[src/rtl/uart_tx_slave_pkg.sv]
// Shared constants and types for the memory-mapped UART transmitter:
// register offsets, STATUS layout, FSM encoding and reset divisor.
package uart_tx_slave_pkg;

  localparam int unsigned BusW   = 32;
  localparam int unsigned DivW   = 16;
  localparam int unsigned ByteW  = 8;

  localparam logic [DivW-1:0] UartDefaultDiv = 16'd434;

  // Register offsets, decoded from addr[3:2]
  localparam logic [1:0] UartTxData = 2'd0;
  localparam logic [1:0] UartStatus = 2'd1;
  localparam logic [1:0] UartDiv    = 2'd2;
  localparam logic [1:0] UartCtrl   = 2'd3;

  // STATUS bit positions
  localparam int unsigned StEmptyBit = 0;
  localparam int unsigned StFullBit  = 1;
  localparam int unsigned StBusyBit  = 2;
  localparam int unsigned StOvfBit   = 3;

  typedef struct packed {
    logic ovf;
    logic busy;
    logic full;
    logic empty;
  } status_t;

  typedef enum logic [1:0] {
    TX_IDLE  = 2'd0,
    TX_START = 2'd1,
    TX_DATA  = 2'd2,
    TX_STOP  = 2'd3
  } tx_state_e;

  // A stored divisor of zero is treated as one cycle per bit.
  function automatic logic [DivW-1:0] eff_div(input logic [DivW-1:0] d);
    return (d == '0) ? DivW'(1) : d;
  endfunction

endpackage

[src/rtl/uart_tx_fifo.sv]
// Synchronous byte FIFO; pointers carry an extra wrap bit so full and
// empty are distinguished without a separate counter.
module uart_tx_fifo #(
  parameter int unsigned DEPTH = 8,
  parameter int unsigned WIDTH = 8
) (
  input  logic                     clk,
  input  logic                     rst,
  input  logic                     push_i,
  input  logic                     pop_i,
  input  logic [WIDTH-1:0]         data_i,
  output logic [WIDTH-1:0]         data_o,
  output logic                     full_o,
  output logic                     empty_o,
  output logic [$clog2(DEPTH):0]   count_o
);

  localparam int unsigned AW   = $clog2(DEPTH);
  localparam int unsigned CntW = AW + 1;

  logic [CntW-1:0]  wr_q, wr_d;
  logic [CntW-1:0]  rd_q, rd_d;
  logic [WIDTH-1:0] mem_q [DEPTH];
  logic             do_push;
  logic             do_pop;

  assign count_o = wr_q - rd_q;
  assign empty_o = (wr_q == rd_q);
  assign full_o  = (count_o == CntW'(DEPTH));
  assign data_o  = mem_q[rd_q[AW-1:0]];

  // A push into a full FIFO is still accepted when a pop frees a slot.
  assign do_pop  = pop_i & ~empty_o;
  assign do_push = push_i & (~full_o | do_pop);

  always_comb begin
    wr_d = wr_q;
    rd_d = rd_q;
    if (do_push) wr_d = wr_q + CntW'(1);
    if (do_pop)  rd_d = rd_q + CntW'(1);
  end

  always_ff @(posedge clk or posedge rst) begin
    if (rst) begin
      wr_q <= '0;
      rd_q <= '0;
    end else begin
      wr_q <= wr_d;
      rd_q <= rd_d;
    end
  end

  always_ff @(posedge clk) begin
    if (do_push) mem_q[wr_q[AW-1:0]] <= data_i;
  end

endmodule

[src/rtl/uart_tx_slave.sv]
// Bus-attached UART transmitter: register file, combinational read mux,
// TX FIFO and the 8N1 bit-timing state machine.
module uart_tx_slave
  import uart_tx_slave_pkg::*;
#(
  parameter int unsigned     FIFO_DEPTH  = 8,
  parameter logic [DivW-1:0] DEFAULT_DIV = UartDefaultDiv
) (
  input  logic            clk,
  input  logic            rst,
  input  logic            ce,
  input  logic            we,
  input  logic [BusW-1:0] addr,
  input  logic [3:0]      sel,
  input  logic [BusW-1:0] data_i,
  output logic [BusW-1:0] data_o,
  output logic            txd_o,
  output logic            irq_o
);

  localparam int unsigned FifoAw = $clog2(FIFO_DEPTH);

  logic [1:0]      reg_sel;
  logic            wr_en;
  logic            push_req;
  logic            pop_c;
  logic            busy;

  logic            en_q, en_d;
  logic            irq_en_q, irq_en_d;
  logic            ovf_q, ovf_d;
  logic [DivW-1:0] div_q, div_d;

  tx_state_e       state_q, state_d;
  logic [DivW-1:0] cnt_q, cnt_d;
  logic [2:0]      idx_q, idx_d;
  logic [ByteW-1:0] shift_q, shift_d;
  logic            txd_q, txd_d;

  logic [ByteW-1:0] fifo_rdata;
  logic            fifo_full;
  logic            fifo_empty;
  logic [FifoAw:0] fifo_count;
  logic            unused_bus;
  status_t         status;

  assign reg_sel  = addr[3:2];
  assign wr_en    = ce & we;
  assign push_req = wr_en & (reg_sel == UartTxData) & sel[0];
  assign busy     = (state_q != TX_IDLE);
  assign txd_o    = txd_q;
  assign irq_o    = irq_en_q & fifo_empty & ~busy;

  assign unused_bus = ^{addr[31:4], addr[1:0], sel[3:2], data_i[31:16], fifo_count};

  uart_tx_fifo #(
    .DEPTH (FIFO_DEPTH),
    .WIDTH (ByteW)
  ) u_fifo (
    .clk     (clk),
    .rst     (rst),
    .push_i  (push_req),
    .pop_i   (pop_c),
    .data_i  (data_i[7:0]),
    .data_o  (fifo_rdata),
    .full_o  (fifo_full),
    .empty_o (fifo_empty),
    .count_o (fifo_count)
  );

  // Register file next-state
  always_comb begin
    en_d     = en_q;
    irq_en_d = irq_en_q;
    ovf_d    = ovf_q;
    div_d    = div_q;
    if (push_req && fifo_full && !pop_c) begin
      ovf_d = 1'b1;
    end else if (wr_en && (reg_sel == UartStatus) && sel[0] && data_i[StOvfBit]) begin
      ovf_d = 1'b0;
    end
    if (wr_en && (reg_sel == UartDiv)) begin
      if (sel[0]) div_d[7:0]  = data_i[7:0];
      if (sel[1]) div_d[15:8] = data_i[15:8];
    end
    if (wr_en && (reg_sel == UartCtrl) && sel[0]) begin
      en_d     = data_i[0];
      irq_en_d = data_i[1];
    end
  end

  always_ff @(posedge clk or posedge rst) begin
    if (rst) begin
      en_q     <= 1'b0;
      irq_en_q <= 1'b0;
      ovf_q    <= 1'b0;
      div_q    <= DEFAULT_DIV;
    end else begin
      en_q     <= en_d;
      irq_en_q <= irq_en_d;
      ovf_q    <= ovf_d;
      div_q    <= div_d;
    end
  end

  // Read mux: same-cycle, zero unless a read is selected
  always_comb begin
    status       = '0;
    status.ovf   = ovf_q;
    status.busy  = busy;
    status.full  = fifo_full;
    status.empty = fifo_empty;
    data_o       = '0;
    if (ce && !we) begin
      case (reg_sel)
        UartStatus: data_o = BusW'(status);
        UartDiv:    data_o = BusW'(div_q);
        UartCtrl:   data_o = BusW'({irq_en_q, en_q});
        default:    data_o = '0;
      endcase
    end
  end

  // TX FSM: counter reloads from the divisor at every bit boundary
  always_comb begin
    logic            bit_end;
    logic            start_ok;
    logic [DivW-1:0] reload;
    state_d  = state_q;
    cnt_d    = cnt_q;
    idx_d    = idx_q;
    shift_d  = shift_q;
    txd_d    = txd_q;
    pop_c    = 1'b0;
    bit_end  = (cnt_q == '0);
    start_ok = en_q & ~fifo_empty;
    reload   = eff_div(div_q) - DivW'(1);
    case (state_q)
      TX_IDLE: begin
        txd_d = 1'b1;
        if (start_ok) begin
          pop_c   = 1'b1;
          shift_d = fifo_rdata;
          cnt_d   = reload;
          txd_d   = 1'b0;
          state_d = TX_START;
        end
      end
      TX_START: begin
        if (bit_end) begin
          cnt_d   = reload;
          idx_d   = '0;
          txd_d   = shift_q[0];
          state_d = TX_DATA;
        end else begin
          cnt_d = cnt_q - DivW'(1);
        end
      end
      TX_DATA: begin
        if (bit_end) begin
          cnt_d = reload;
          if (idx_q == 3'd7) begin
            txd_d   = 1'b1;
            state_d = TX_STOP;
          end else begin
            idx_d   = idx_q + 3'd1;
            shift_d = shift_q >> 1;
            txd_d   = shift_q[1];
          end
        end else begin
          cnt_d = cnt_q - DivW'(1);
        end
      end
      TX_STOP: begin
        if (bit_end) begin
          if (start_ok) begin
            pop_c   = 1'b1;
            shift_d = fifo_rdata;
            cnt_d   = reload;
            txd_d   = 1'b0;
            state_d = TX_START;
          end else begin
            txd_d   = 1'b1;
            state_d = TX_IDLE;
          end
        end else begin
          cnt_d = cnt_q - DivW'(1);
        end
      end
      default: begin
        txd_d   = 1'b1;
        state_d = TX_IDLE;
      end
    endcase
  end

  always_ff @(posedge clk or posedge rst) begin
    if (rst) begin
      state_q <= TX_IDLE;
      cnt_q   <= '0;
      idx_q   <= '0;
      shift_q <= '0;
      txd_q   <= 1'b1;
    end else begin
      state_q <= state_d;
      cnt_q   <= cnt_d;
      idx_q   <= idx_d;
      shift_q <= shift_d;
      txd_q   <= txd_d;
    end
  end

endmodule
[config.mk]
export PLATFORM = sky130hd
export DESIGN_NAME = uart_tx_slave
export DESIGN_NICKNAME = d
export VERILOG_FILES = /design/src/rtl/uart_tx_slave_pkg.sv /design/src/rtl/uart_tx_fifo.sv /design/src/rtl/uart_tx_slave.sv
export SDC_FILE = /design/constraint.sdc
export NUM_CORES = 1
export LEC_CHECK = 0
export BUFFER_PORTS_ARGS = -buffer_cell sky130_fd_sc_hd__buf_2
export CAP_MARGIN = 20
export CORE_MARGIN = 3
export CORE_UTILIZATION = 25
export CTS_BUF_LIST = sky130_fd_sc_hd__clkbuf_8
export DETAILED_ROUTE_END_ITERATION = 8
export PLACE_DENSITY = 0.39
export SETUP_SLACK_MARGIN = 0.4
export SLEW_MARGIN = 20
export SYNTH_ARGS = -nofsm -noshare
export SYNTH_HDL_FRONTEND = slang
export SYNTH_SLANG_ARGS = --single-unit
[constraint.sdc]
create_clock -name clk -period 5.2 [get_ports clk]
set_clock_uncertainty 0.15 [all_clocks]
set_input_delay 0.52 -clock clk [delete_from_list [all_inputs] [get_ports clk]]
set_output_delay 0.52 -clock clk [all_outputs]
set_load 0.005 [all_outputs]
==> flow_metrics.tcl <==
set metrics [dict create \
    cts_tree "built" \
    core-area_um2 25500 \
    drive_gt1_share_pct 25.9 \
    area_growth_pct 14.4 \
    post-route-util_pct 29.4 \
    fill_cells 2625 \
    irDropWorstVdd_mv 0.172 \
    yosys_warnings 0 \
    pin_count 106 \
    grt_util_all_layers_pct 12.2 \
    syn_inst 557 \
    hold_violations 0 \
    h-tree-depth 4 \
    portBuffers 41 \
    fmax_mhz 264 \
    setup-tns-final_ps 0 \
    yosys_most_used_dff "edfxtp_1" \
    post-route-min-period_ps 3790 \
    first_pass_iters 6 \
    cts-root-buf "clkbuf_8" \
    clk_path_buf_depth 2 \
    seq_area_frac_synth_pct 51.3 \
    dieWidth_um 168 \
    drv_slew 0 \
    ctsHoldBuffers 0 \
    multi_input_area_um2 2930 \
    fin_crit_sh_pct 72.8 \
    drt_iter0_drc 222 \
    register_area_um2 3360 \
    grt_first_pass_wirelength_mm 26.6 \
    grt_pass1_vias 4582 \
    p_leak_nw 2.86 \
    synthTopCellsByCount "edfxtp_1, dfrtp_1, nor2_1" \
    grt-ovfl-total 0 \
    synth_edf_count 64 \
    cts_resized 0 \
    required_ps 4530 \
    row_count 58 \
    crit_arrival_ps 3120 \
    status "finished clean" \
    hold_class "in2async" \
    fp.dieH_um 168 \
    via_per_inst 4.72 \
    synth_top_area_cell "edfxtp_1" \
    nets 687 \
    rsz0062_at_grt "no" \
    drc 0 \
    globalplace.congestion 0.834 \
    dieArea_um2 28100 \
    synthMostInstantiatedCell "edfxtp_1" \
    max_cap_violations 0 \
    synth_cell_types 74 \
    final_cells 945 \
    yosysTopAreaCellShare_pct 29.4 \
    start_util_pct 25.7 \
    cts_buffers 17 \
    crit_fanout 9 \
    cp-end-kind "output port" \
    critical_path_class "reg2out" \
    yosys_register_bits 121 \
    syn_area_per_cell_um2 11.7 \
    wl_mm 16.8 \
    synth_area_leaders "edfxtp_1, dfrtp_1, mux4_2" \
    antenna_found_initial 1 \
    relSlewSlack_pct 39.3 \
    p_per_area_nw_per_um2 530 \
    wl_per_cell_um 17.7 \
    clkTransAtPathRegs_ps 90 \
    grt_max_degree 58 \
    n_antenna_cell 0 \
    synthArstFlopShare_pct 47.1 \
    setup_viol 0 \
    postCtsSetupRepairBufs 0 \
    start_kind "register" \
    syn_area_um2 6540 \
    via_count 4461 \
    cts_sinks 121 \
    ant_nets 0 \
    dp_cells 913 \
    worstSkewPairLatency_ps 450 \
    place_hpwl_mm 11.6 \
    worst_slew_pin_slew_ps 905 \
]
-- path summary, 6_finish.rpt --
path,from,end,slack (ps),cells after the start
setup / recovery,u_fifo.rd_q[2]$_DFFE_PP0P_,data_o[1],1410,8
hold / removal,rst,shift_q[6]$_DFFE_PP0P_,120,3
setup reg to reg,cnt_q[2]$_DFF_PP0_,u_fifo.mem_q[6][4]$_DFFE_PP_,1680,7
hold reg to reg,u_fifo.wr_q[3]$_DFFE_PP0P_,u_fifo.wr_q[3]$_DFFE_PP0P_,360,1
max in group asynchronous,rst,div_q[6]$_DFFE_PP0P_,4160,3
min in group clk,data_i[14],div_q[14]$_DFFE_PP0P_,150,2
-- through the flow --
| step | worst slack (ps) | total power, mW | hold WS, ps | area, µm² |
|---|---|---|---|---|
| final | 1410 | 3.97 | 125 | 7490 |
| after global placement | 1690 | 3.08 | 331 | 7080 |
| after detailed placement | 1710 | 3.11 | 343 | 7080 |
| after floorplan | 1530 | 2.67 | 315 | 6600 |
| after CTS | 1340 | 4.01 | 115 | 7490 |
| after global routing | 1200 | 4.28 | 118 | 7490 |
-- placed cells by master (no fill, tap or decap), types with 6 or more instances in the layout --
cell      count
o22ai_1       7
o32ai_1       6
xnor2_1      16
edfxtp_1     64
nand2_1      39
dfstp_2       6
nand3_1       9
mux2_2       27
conb_1       16
nand4_1       7
inv_8         6
buf_2        41
clkbuf_8     17
o211ai_1      7
dfrtp_1      51
inv_1        18
mux2i_1       9
buf_4        13
nor2_1       46
and2_1       11
nor4_1        8
mux4_2       16
a21oi_1      26
ha_1         13
xor2_1       11
o21ai_0      23
nor3_1       16
-- power by group --
group	total (mW)	internal, mW	switching, mW
registers	1.39	1.18	0.214
logic	1.69	0.705	0.982
clock network	0.884	0.409	0.475
-- worst max-delay path, stage by stage (launching register included) --
cell and delay (ps):
dfrtp_1 420, inv_2 280, ha_1 320, or4b_1 500
a21boi_0 190, o211ai_1 250, or3b_1 420, a31oi_1 160
buf_2 150
-- state kept, by name, indices dropped and copies added (netlist names), 2 cells and up --
name          count
idx_q             3
u_fifo.wr_q       4
state_q           2
u_fifo.rd_q       4
div_q            16
shift_q           8
u_fifo.mem_q     64
cnt_q            16
-- routing by layer --
metal | track usage [%] | vias up | share of wire (%) | wire (µm)
li1 | - | 2153 | - | -
met1 | 16.6 | 2212 | 48 | 8120
met2 | 19.6 | 80 | 47 | 7910
met3 | 2.84 | 14 | 3.3 | 556
met4 | 3.34 | 2 | 1.0 | 167
met5 | 0 | - | 0.12 | 20
-- kinds of logic (layout without fill, tap and decap cells) --
| group | count (synthesis) | after routing | share of synthesized area (%) |
|---|---|---|---|
| and+or+nand+nor | 167 | 167 | 14.1 |
| adders and majority gates | 13 | 13 | 2.49 |
| AOI/OAI and AO/OA | 112 | 112 | 11.8 |
| DFF | 121 | 121 | 51.3 |
| other | 1 | 16 | 0.0573 |
| xor gates and xnor gates | 27 | 27 | 3.61 |
| muxes | 53 | 53 | 11.8 |
| buffers and inverters | 63 | 106 | 4.84 |
-- layout make-up --
type,count,share of cell area [%]
clock buffers,17,3.13
well taps,330,5.52
inverters,20,1.00
clock inverters,15,2.32
multi-input cells,388,39.2
repair buffers,54,4.04
flip-flops and latches,121,44.8
Power figures use the tool's default switching activity.
